==> config.mk <==
export PLATFORM = sky130hd
export DESIGN_NAME = proc_sequencer_flat
export DESIGN_NICKNAME = d
export VERILOG_FILES = /design/src/rtl/proc_seq_pkg.sv /design/src/rtl/proc_sequencer_if.sv /design/src/rtl/proc_cond_eval.sv /design/src/rtl/proc_sequencer.sv /design/src/flat_wrapper.sv
export SDC_FILE = /design/constraint.sdc
export NUM_CORES = 1
export LEC_CHECK = 0
export BUFFER_PORTS_ARGS = -buffer_cell sky130_fd_sc_hd__buf_2
export CAP_MARGIN = 25
export CORE_UTILIZATION = 47
export DETAILED_ROUTE_END_ITERATION = 12
export GPL_ROUTABILITY_DRIVEN = 0
export PLACE_DENSITY = 0.8
export SYNTH_ARGS = -nofsm -noshare
export SYNTH_HDL_FRONTEND = slang
export SYNTH_SLANG_ARGS = --single-unit
==> constraint.sdc <==
create_clock -name clk -period 2.2 [get_ports clk]
set_input_delay 0.33 -clock clk [delete_from_list [all_inputs] [get_ports clk]]
set_output_delay 0.33 -clock clk [all_outputs]
set_load 0.01 [all_outputs]
==> src/rtl/proc_seq_pkg.sv <==
// Shared types, condition-code encodings and the condition evaluator for the
// Procesador multi-cycle sequencer.
package proc_seq_pkg;

  typedef enum logic [3:0] {
    IDLE   = 4'd0,
    FETCH  = 4'd1,
    DECODE = 4'd2,
    SKIP   = 4'd3,
    EXEC   = 4'd4,
    MEM    = 4'd5,
    WB     = 4'd6,
    BRANCH = 4'd7,
    HALT   = 4'd8,
    ERROR  = 4'd9
  } state_t;

  typedef enum logic [1:0] {
    OP_DP   = 2'b00,
    OP_MEM  = 2'b01,
    OP_BR   = 2'b10,
    OP_HALT = 2'b11
  } op_t;

  localparam logic [3:0] COND_EQ = 4'h0;
  localparam logic [3:0] COND_NE = 4'h1;
  localparam logic [3:0] COND_CS = 4'h2;
  localparam logic [3:0] COND_CC = 4'h3;
  localparam logic [3:0] COND_MI = 4'h4;
  localparam logic [3:0] COND_PL = 4'h5;
  localparam logic [3:0] COND_VS = 4'h6;
  localparam logic [3:0] COND_VC = 4'h7;
  localparam logic [3:0] COND_HI = 4'h8;
  localparam logic [3:0] COND_LS = 4'h9;
  localparam logic [3:0] COND_GE = 4'hA;
  localparam logic [3:0] COND_LT = 4'hB;
  localparam logic [3:0] COND_GT = 4'hC;
  localparam logic [3:0] COND_LE = 4'hD;
  localparam logic [3:0] COND_AL = 4'hE;
  localparam logic [3:0] COND_NV = 4'hF;

  // flags = {N, Z, C, V}; the undefined encoding never passes
  function automatic logic cond_pass(input logic [3:0] cond, input logic [3:0] flags);
    logic n, z, c, v;
    n = flags[3];
    z = flags[2];
    c = flags[1];
    v = flags[0];
    case (cond)
      COND_EQ: return z;
      COND_NE: return !z;
      COND_CS: return c;
      COND_CC: return !c;
      COND_MI: return n;
      COND_PL: return !n;
      COND_VS: return v;
      COND_VC: return !v;
      COND_HI: return c && !z;
      COND_LS: return !c || z;
      COND_GE: return n == v;
      COND_LT: return n != v;
      COND_GT: return !z && (n == v);
      COND_LE: return z || (n != v);
      COND_AL: return 1'b1;
      default: return 1'b0;
    endcase
  endfunction

endpackage

==> src/rtl/proc_sequencer_if.sv <==
// Datapath and data-memory control bundle between the sequencer and the
// Procesador datapath.
interface proc_sequencer_if;
  logic [31:0] instr;
  logic [3:0]  flags;
  logic        mem_ready;
  logic        ir_load;
  logic        pc_en;
  logic        branch;
  logic        rf_we;
  logic        wb_sel;
  logic        flags_we;
  logic        mem_req;
  logic        mem_we;

  modport master (
    input  instr, flags, mem_ready,
    output ir_load, pc_en, branch, rf_we, wb_sel, flags_we, mem_req, mem_we
  );

  modport slave (
    output instr, flags, mem_ready,
    input  ir_load, pc_en, branch, rf_we, wb_sel, flags_we, mem_req, mem_we
  );
endinterface

==> src/rtl/proc_cond_eval.sv <==
// Combinational condition-code check of the instruction cond field against NZCV.
module proc_cond_eval
  import proc_seq_pkg::*;
(
  input  logic [3:0] cond,
  input  logic [3:0] flags,
  output logic       pass,
  output logic       undef
);

  assign pass  = cond_pass(cond, flags);
  assign undef = (cond == COND_NV);

endmodule

==> src/rtl/proc_sequencer.sv <==
// Multi-cycle control FSM stepping each instruction through
// FETCH/DECODE/EXEC/MEM/WB and issuing datapath enables.
module proc_sequencer
  import proc_seq_pkg::*;
#(
  parameter int unsigned CNT_W       = 16,
  parameter int unsigned MEM_TIMEOUT = 15
) (
  input  logic                 clk,
  input  logic                 rst,
  input  logic                 start,
  proc_sequencer_if.master     bus,
  output logic                 busy,
  output logic                 halted,
  output logic                 err,
  output logic [CNT_W-1:0]     instr_count
);

  // Timeout counter only needs to reach MEM_TIMEOUT-1
  localparam int unsigned TW = (MEM_TIMEOUT < 2) ? 1 : $clog2(MEM_TIMEOUT);

  state_t           state_q, state_d;
  logic [TW-1:0]    tcnt_q, tcnt_d;
  logic [CNT_W-1:0] count_q, count_d;
  logic             cond_ok, cond_undef;
  op_t              op;
  logic             s_bit;
  logic             unused_instr;

  assign op           = op_t'(bus.instr[27:26]);
  assign s_bit        = bus.instr[20];
  assign unused_instr = ^{bus.instr[25:21], bus.instr[19:0]};

  proc_cond_eval u_cond (
    .cond  (bus.instr[31:28]),
    .flags (bus.flags),
    .pass  (cond_ok),
    .undef (cond_undef)
  );

  // Next-state selection
  always_comb begin
    state_d = state_q;
    case (state_q)
      IDLE:   if (start) state_d = FETCH;
      FETCH:  state_d = DECODE;
      DECODE: begin
        if (cond_undef)   state_d = ERROR;
        else if (!cond_ok) state_d = SKIP;
        else begin
          case (op)
            OP_DP, OP_MEM: state_d = EXEC;
            OP_BR:         state_d = BRANCH;
            default:       state_d = HALT;
          endcase
        end
      end
      SKIP:   state_d = FETCH;
      EXEC:   state_d = (op == OP_MEM) ? MEM : FETCH;
      MEM: begin
        if (bus.mem_ready)                   state_d = s_bit ? WB : FETCH;
        else if (tcnt_q == TW'(MEM_TIMEOUT - 1)) state_d = ERROR;
      end
      WB, BRANCH:  state_d = FETCH;
      HALT, ERROR: state_d = state_q;
      default:     state_d = IDLE;
    endcase
  end

  // Output decode from state and instruction; a completing store also
  // advances the PC in its last MEM cycle, so pc_en there follows mem_ready
  always_comb begin
    bus.ir_load  = 1'b0;
    bus.pc_en    = 1'b0;
    bus.branch   = 1'b0;
    bus.rf_we    = 1'b0;
    bus.wb_sel   = 1'b0;
    bus.flags_we = 1'b0;
    bus.mem_req  = 1'b0;
    bus.mem_we   = 1'b0;
    case (state_q)
      FETCH: bus.ir_load = 1'b1;
      SKIP:  bus.pc_en   = 1'b1;
      EXEC: begin
        if (op == OP_DP) begin
          bus.rf_we    = 1'b1;
          bus.flags_we = s_bit;
          bus.pc_en    = 1'b1;
        end
      end
      MEM: begin
        bus.mem_req = 1'b1;
        bus.mem_we  = !s_bit;
        bus.pc_en   = bus.mem_ready && !s_bit;
      end
      WB: begin
        bus.rf_we  = 1'b1;
        bus.wb_sel = 1'b1;
        bus.pc_en  = 1'b1;
      end
      BRANCH: begin
        bus.branch = 1'b1;
        bus.pc_en  = 1'b1;
      end
      default: ;
    endcase
    busy   = !(state_q inside {IDLE, HALT, ERROR});
    halted = (state_q == HALT);
    err    = (state_q == ERROR);
  end

  // Timeout restarts on every MEM entry; retired count follows pc_en
  always_comb begin
    tcnt_d  = (state_q == MEM && state_d == MEM) ? tcnt_q + TW'(1) : '0;
    count_d = bus.pc_en ? count_q + CNT_W'(1) : count_q;
  end

  // State, timeout and counter registers
  always_ff @(posedge clk) begin
    if (rst) begin
      state_q <= IDLE;
      tcnt_q  <= '0;
      count_q <= '0;
    end else begin
      state_q <= state_d;
      tcnt_q  <= tcnt_d;
      count_q <= count_d;
    end
  end

  assign instr_count = count_q;

endmodule

==> src/flat_wrapper.sv <==
// flat-port wrapper written by rule: the top's interface ports become plain ports
module proc_sequencer_flat import proc_seq_pkg::*;
#(
  parameter int unsigned CNT_W       = 16,
  parameter int unsigned MEM_TIMEOUT = 15
)
  (clk, rst, start, busy, halted, err, instr_count, bus_instr, bus_flags, bus_mem_ready, bus_ir_load, bus_pc_en, bus_branch, bus_rf_we, bus_wb_sel, bus_flags_we, bus_mem_req, bus_mem_we);
  proc_sequencer_if bus_i ();
  input  logic clk;
  input  logic rst;
  input  logic start;
  output logic busy;
  output logic halted;
  output logic err;
  output logic [CNT_W-1:0] instr_count;
  input wire logic [$bits(bus_i.instr)-1:0] bus_instr;
  input wire logic [$bits(bus_i.flags)-1:0] bus_flags;
  input wire logic [$bits(bus_i.mem_ready)-1:0] bus_mem_ready;
  output wire logic [$bits(bus_i.ir_load)-1:0] bus_ir_load;
  output wire logic [$bits(bus_i.pc_en)-1:0] bus_pc_en;
  output wire logic [$bits(bus_i.branch)-1:0] bus_branch;
  output wire logic [$bits(bus_i.rf_we)-1:0] bus_rf_we;
  output wire logic [$bits(bus_i.wb_sel)-1:0] bus_wb_sel;
  output wire logic [$bits(bus_i.flags_we)-1:0] bus_flags_we;
  output wire logic [$bits(bus_i.mem_req)-1:0] bus_mem_req;
  output wire logic [$bits(bus_i.mem_we)-1:0] bus_mem_we;
  assign bus_i.instr = bus_instr;
  assign bus_i.flags = bus_flags;
  assign bus_i.mem_ready = bus_mem_ready;
  assign bus_ir_load = bus_i.ir_load;
  assign bus_pc_en = bus_i.pc_en;
  assign bus_branch = bus_i.branch;
  assign bus_rf_we = bus_i.rf_we;
  assign bus_wb_sel = bus_i.wb_sel;
  assign bus_flags_we = bus_i.flags_we;
  assign bus_mem_req = bus_i.mem_req;
  assign bus_mem_we = bus_i.mem_we;
  proc_sequencer #(.CNT_W(CNT_W), .MEM_TIMEOUT(MEM_TIMEOUT)) u_core (.clk(clk), .rst(rst), .start(start), .bus(bus_i), .busy(busy), .halted(halted), .err(err), .instr_count(instr_count));
endmodule
==> impl_metrics.toml <==
[worst_hold_path]
hold_path.startpoint = "bus_instr[27]"
hold_end = "u_core.state_q[2]"
worstHoldPathCells = 3
hold_class = "in -> reg"

[global_route]
grt_max_degree = 23
grt-ovfl-total = 0
grt_pass1_wl_mm = 5.25
grt_pass1_vias = 1210
grt_antenna_before_repair = 0
grt_usage_pct = 19.2

[sta]
max_freq_mhz = 485
finalClockSkew_ns = 0.00784
finalSetupViolCount = 0
slew_headroom_pct = 69.9
drv_slew = 0
worstMarginPinSlew_ns = 0.447
rsz0062_at_grt = "no"
fin_crit_sh_pct = 93.8
final.min_clock_period_ns = 2.06
final-hold-violation-count = 0
fin_tns_setup_ns = 0

[route]
drc = 0
routed_via_density = 5.37
dr.pass1.iters = 4
ant_nets = 0
drt-total-wl_mm = 3.26
drt-initial-drc-count = 100
drt-wirelength-per-cell_um = 11.9
num_vias = 1467

[clock_network]
tritoncts = "done"
cts_sinks = 24
clock-root-buffer = "clkbuf_4"
htreeDepth = 1
cts.clk_slew.worst_paths_ns = 0.14
clk_latency_ns = 0.32
cts_buffers = 3
cts_max_path_buffers = 2
hold_buffers = 0
post-cts-setup-buffers = 0

[final_layout]
drive_gt1_share_pct = 24.5
fin_area_mm2 = 0.00183
mostFrequentLayoutCells = "buf_2, nor2_1, dfxtp_1"
layout.cells.non_filler = 273
final_common_cell = "buf_2"
final_util_pct = 59.9
fin_nets = 273
antenna_cells = 0
syn_to_final_growth_pct = 20.7

[setup_path]
crit_start = "u_core.state_q[0]"
crit_path_start_kind = "register"
cp.arrival_ns = 1.73
critPathKind = "reg -> out"
r2r_end = "u_core.instr_count[9]"
r2r_slack_ns = 0.32
cp-end-kind = "primary output"
rr_worst_depth = 5
worstPathRequired_ns = 1.87
reg2reg_from = "u_core.state_q[0]"
cp_max_fo = 15
max_stage_delay_ns = 0.39
crit_slowest_cell = "dfxtp_1"
crit_chain = "or2_4 > nor4_4 > buf_6 > nor2_1 > inv_1 > buf_2"

[placement]
io_buffer_count = 41
dp_hpwl_mm = 2.45
dp.cells = 269
dpl_cell_area_mm2 = 0.00177

[power_and_ir_drop]
p_leak_nw = 0.849
p_clk_share_pct = 33.5
peakVddDrop_mv = 0.311
p_int_uw = 701
powerDensity_mw_per_mm2 = 519
pwr-share-seq_pct = 48.2
comb_power_share_pct = 18.2
swShare_pct = 26.1
switchingPower_uw = 248

[floorplan]
pin_count = 67
die_h_um = 58.8
die_x_um = 58.8
fp.dieArea_mm2 = 0.00345
core_mm2 = 0.00305
start_util_pct = 49.6
rows = 20

[yosys]
synth_edf_count = 0
synth_seq_area_share_pct = 31.7
syn_nets = 231
syn_area_mm2 = 0.00151
ys_ff_latch = 24
synth-warning-count = 0
ys_types = 47
synthFlopType = "dfxtp_1"
syn-instance-count = 188
synth.avg_cell_area_um2 = 8.05
synthArstFlopShare_pct = 0

[status]
status = "complete, no violations"

[run]
max_cap_viol_count = 0
sequential cells by signal (all words and copies together) (netlist names):
signal              flops
u_core.instr_count     16
u_core.state_q          4
u_core.tcnt_q           4
cells in the mapped netlist, types with 3 or more instances:
| master | instances | share of area (%) |
|---|---|---|
| nor2_1 | 25 | 6.2 |
| dfxtp_1 | 24 | 32 |
| xor2_1 | 12 | 6.9 |
| nor2b_1 | 11 | 4.5 |
| nand2_1 | 10 | 2.5 |
| and3_1 | 8 | 3.3 |
| inv_1 | 8 | 2.0 |
| o21ai_0 | 8 | 2.6 |
| a21oi_1 | 7 | 2.3 |
| o2111ai_1 | 7 | 4.0 |
| clkbuf_1 | 5 | 1.2 |
| nor3_1 | 5 | 1.7 |
| and2_1 | 4 | 1.7 |
| nand2b_1 | 4 | 1.7 |
| nand3_1 | 4 | 1.3 |
| ha_1 | 3 | 2.5 |
| nand4_1 | 3 | 1.2 |
| xnor2_1 | 3 | 1.7 |
cells by family (layout without fill, tap and decap cells):
logic type | Yosys count | after routing | synth area share, %
fa+ha+maj | 3 | 3 | 2.48
flops | 24 | 24 | 31.7
buf+inv | 15 | 56 | 3.88
mux | 3 | 3 | 2.31
compound gates | 39 | 39 | 18.3
xor+xnor | 15 | 15 | 8.68
simple gates | 89 | 89 | 32.6
power by group through the flow:
stage               Combinational [mW]  Sequential, mW  Clock, mW
CTS                              0.173           0.459      0.328
global route                     0.195           0.460      0.344
floorplan                        0.118           0.464          0
detailed placement               0.172           0.468          0
global placement                 0.170           0.468          0
finish                           0.173           0.458      0.318
area by class of cell:
type	count	area, um^2
Multi-Input combinational cell	149	975
Tap cell	44	55.1
Inverter	8	30.0
Fill cell	306	1220
Timing Repair Buffer	44	231
Sequential cell	24	484
Clock inverter	1	30.0
Clock buffer	3	22.5
per-stage QoR:
step	hold WS [ns]	power [mW]	setup WS, ns
global route	0.375	0.999	0.0387
detailed placement	0.450	0.641	0.255
floorplan	0.430	0.582	0.314
CTS	0.379	0.960	0.0912
global placement	0.445	0.638	0.268
finish	0.385	0.949	0.137
critical path, delay by kind of cell (launching register included):
kind / cells / cell delay [ns]
AND/OR/NAND/NOR: 3 / 0.65
flip-flops: 1 / 0.39
buffers and inverters: 3 / 0.38
per-layer routing:
metal / routed length (um) / up-vias / global-route usage [%]
li1: - / 759 / -
met1: 1640 / 672 / 27.1
met2: 1460 / 34 / 30.8
met3: 139 / 2 / 3.96
met4: 13 / 0 / 3.06
met5: 0 / - / 0
how the worst max path moves through the flow:
| stage | to | slack, ns | cells after the start |
|---|---|---|---|
| floorplan | u_core.instr_count[9] | 0.31 | 5 |
| global placement | u_core.instr_count[9] | 0.27 | 5 |
| detailed placement | u_core.instr_count[9] | 0.25 | 5 |
| CTS | bus_pc_en | 0.09 | 6 |
| global route | bus_pc_en | 0.04 | 6 |
| finish | bus_pc_en | 0.14 | 6 |
what timing repair did:
action / in CTS / in global routing
pin swaps: 0 / 0
setup endpoints to repair: 1 / 1
gates cloned: 0 / 0
gates resized for setup: 1 / 2
No activity file was read; power rests on OpenSTA's default activity.
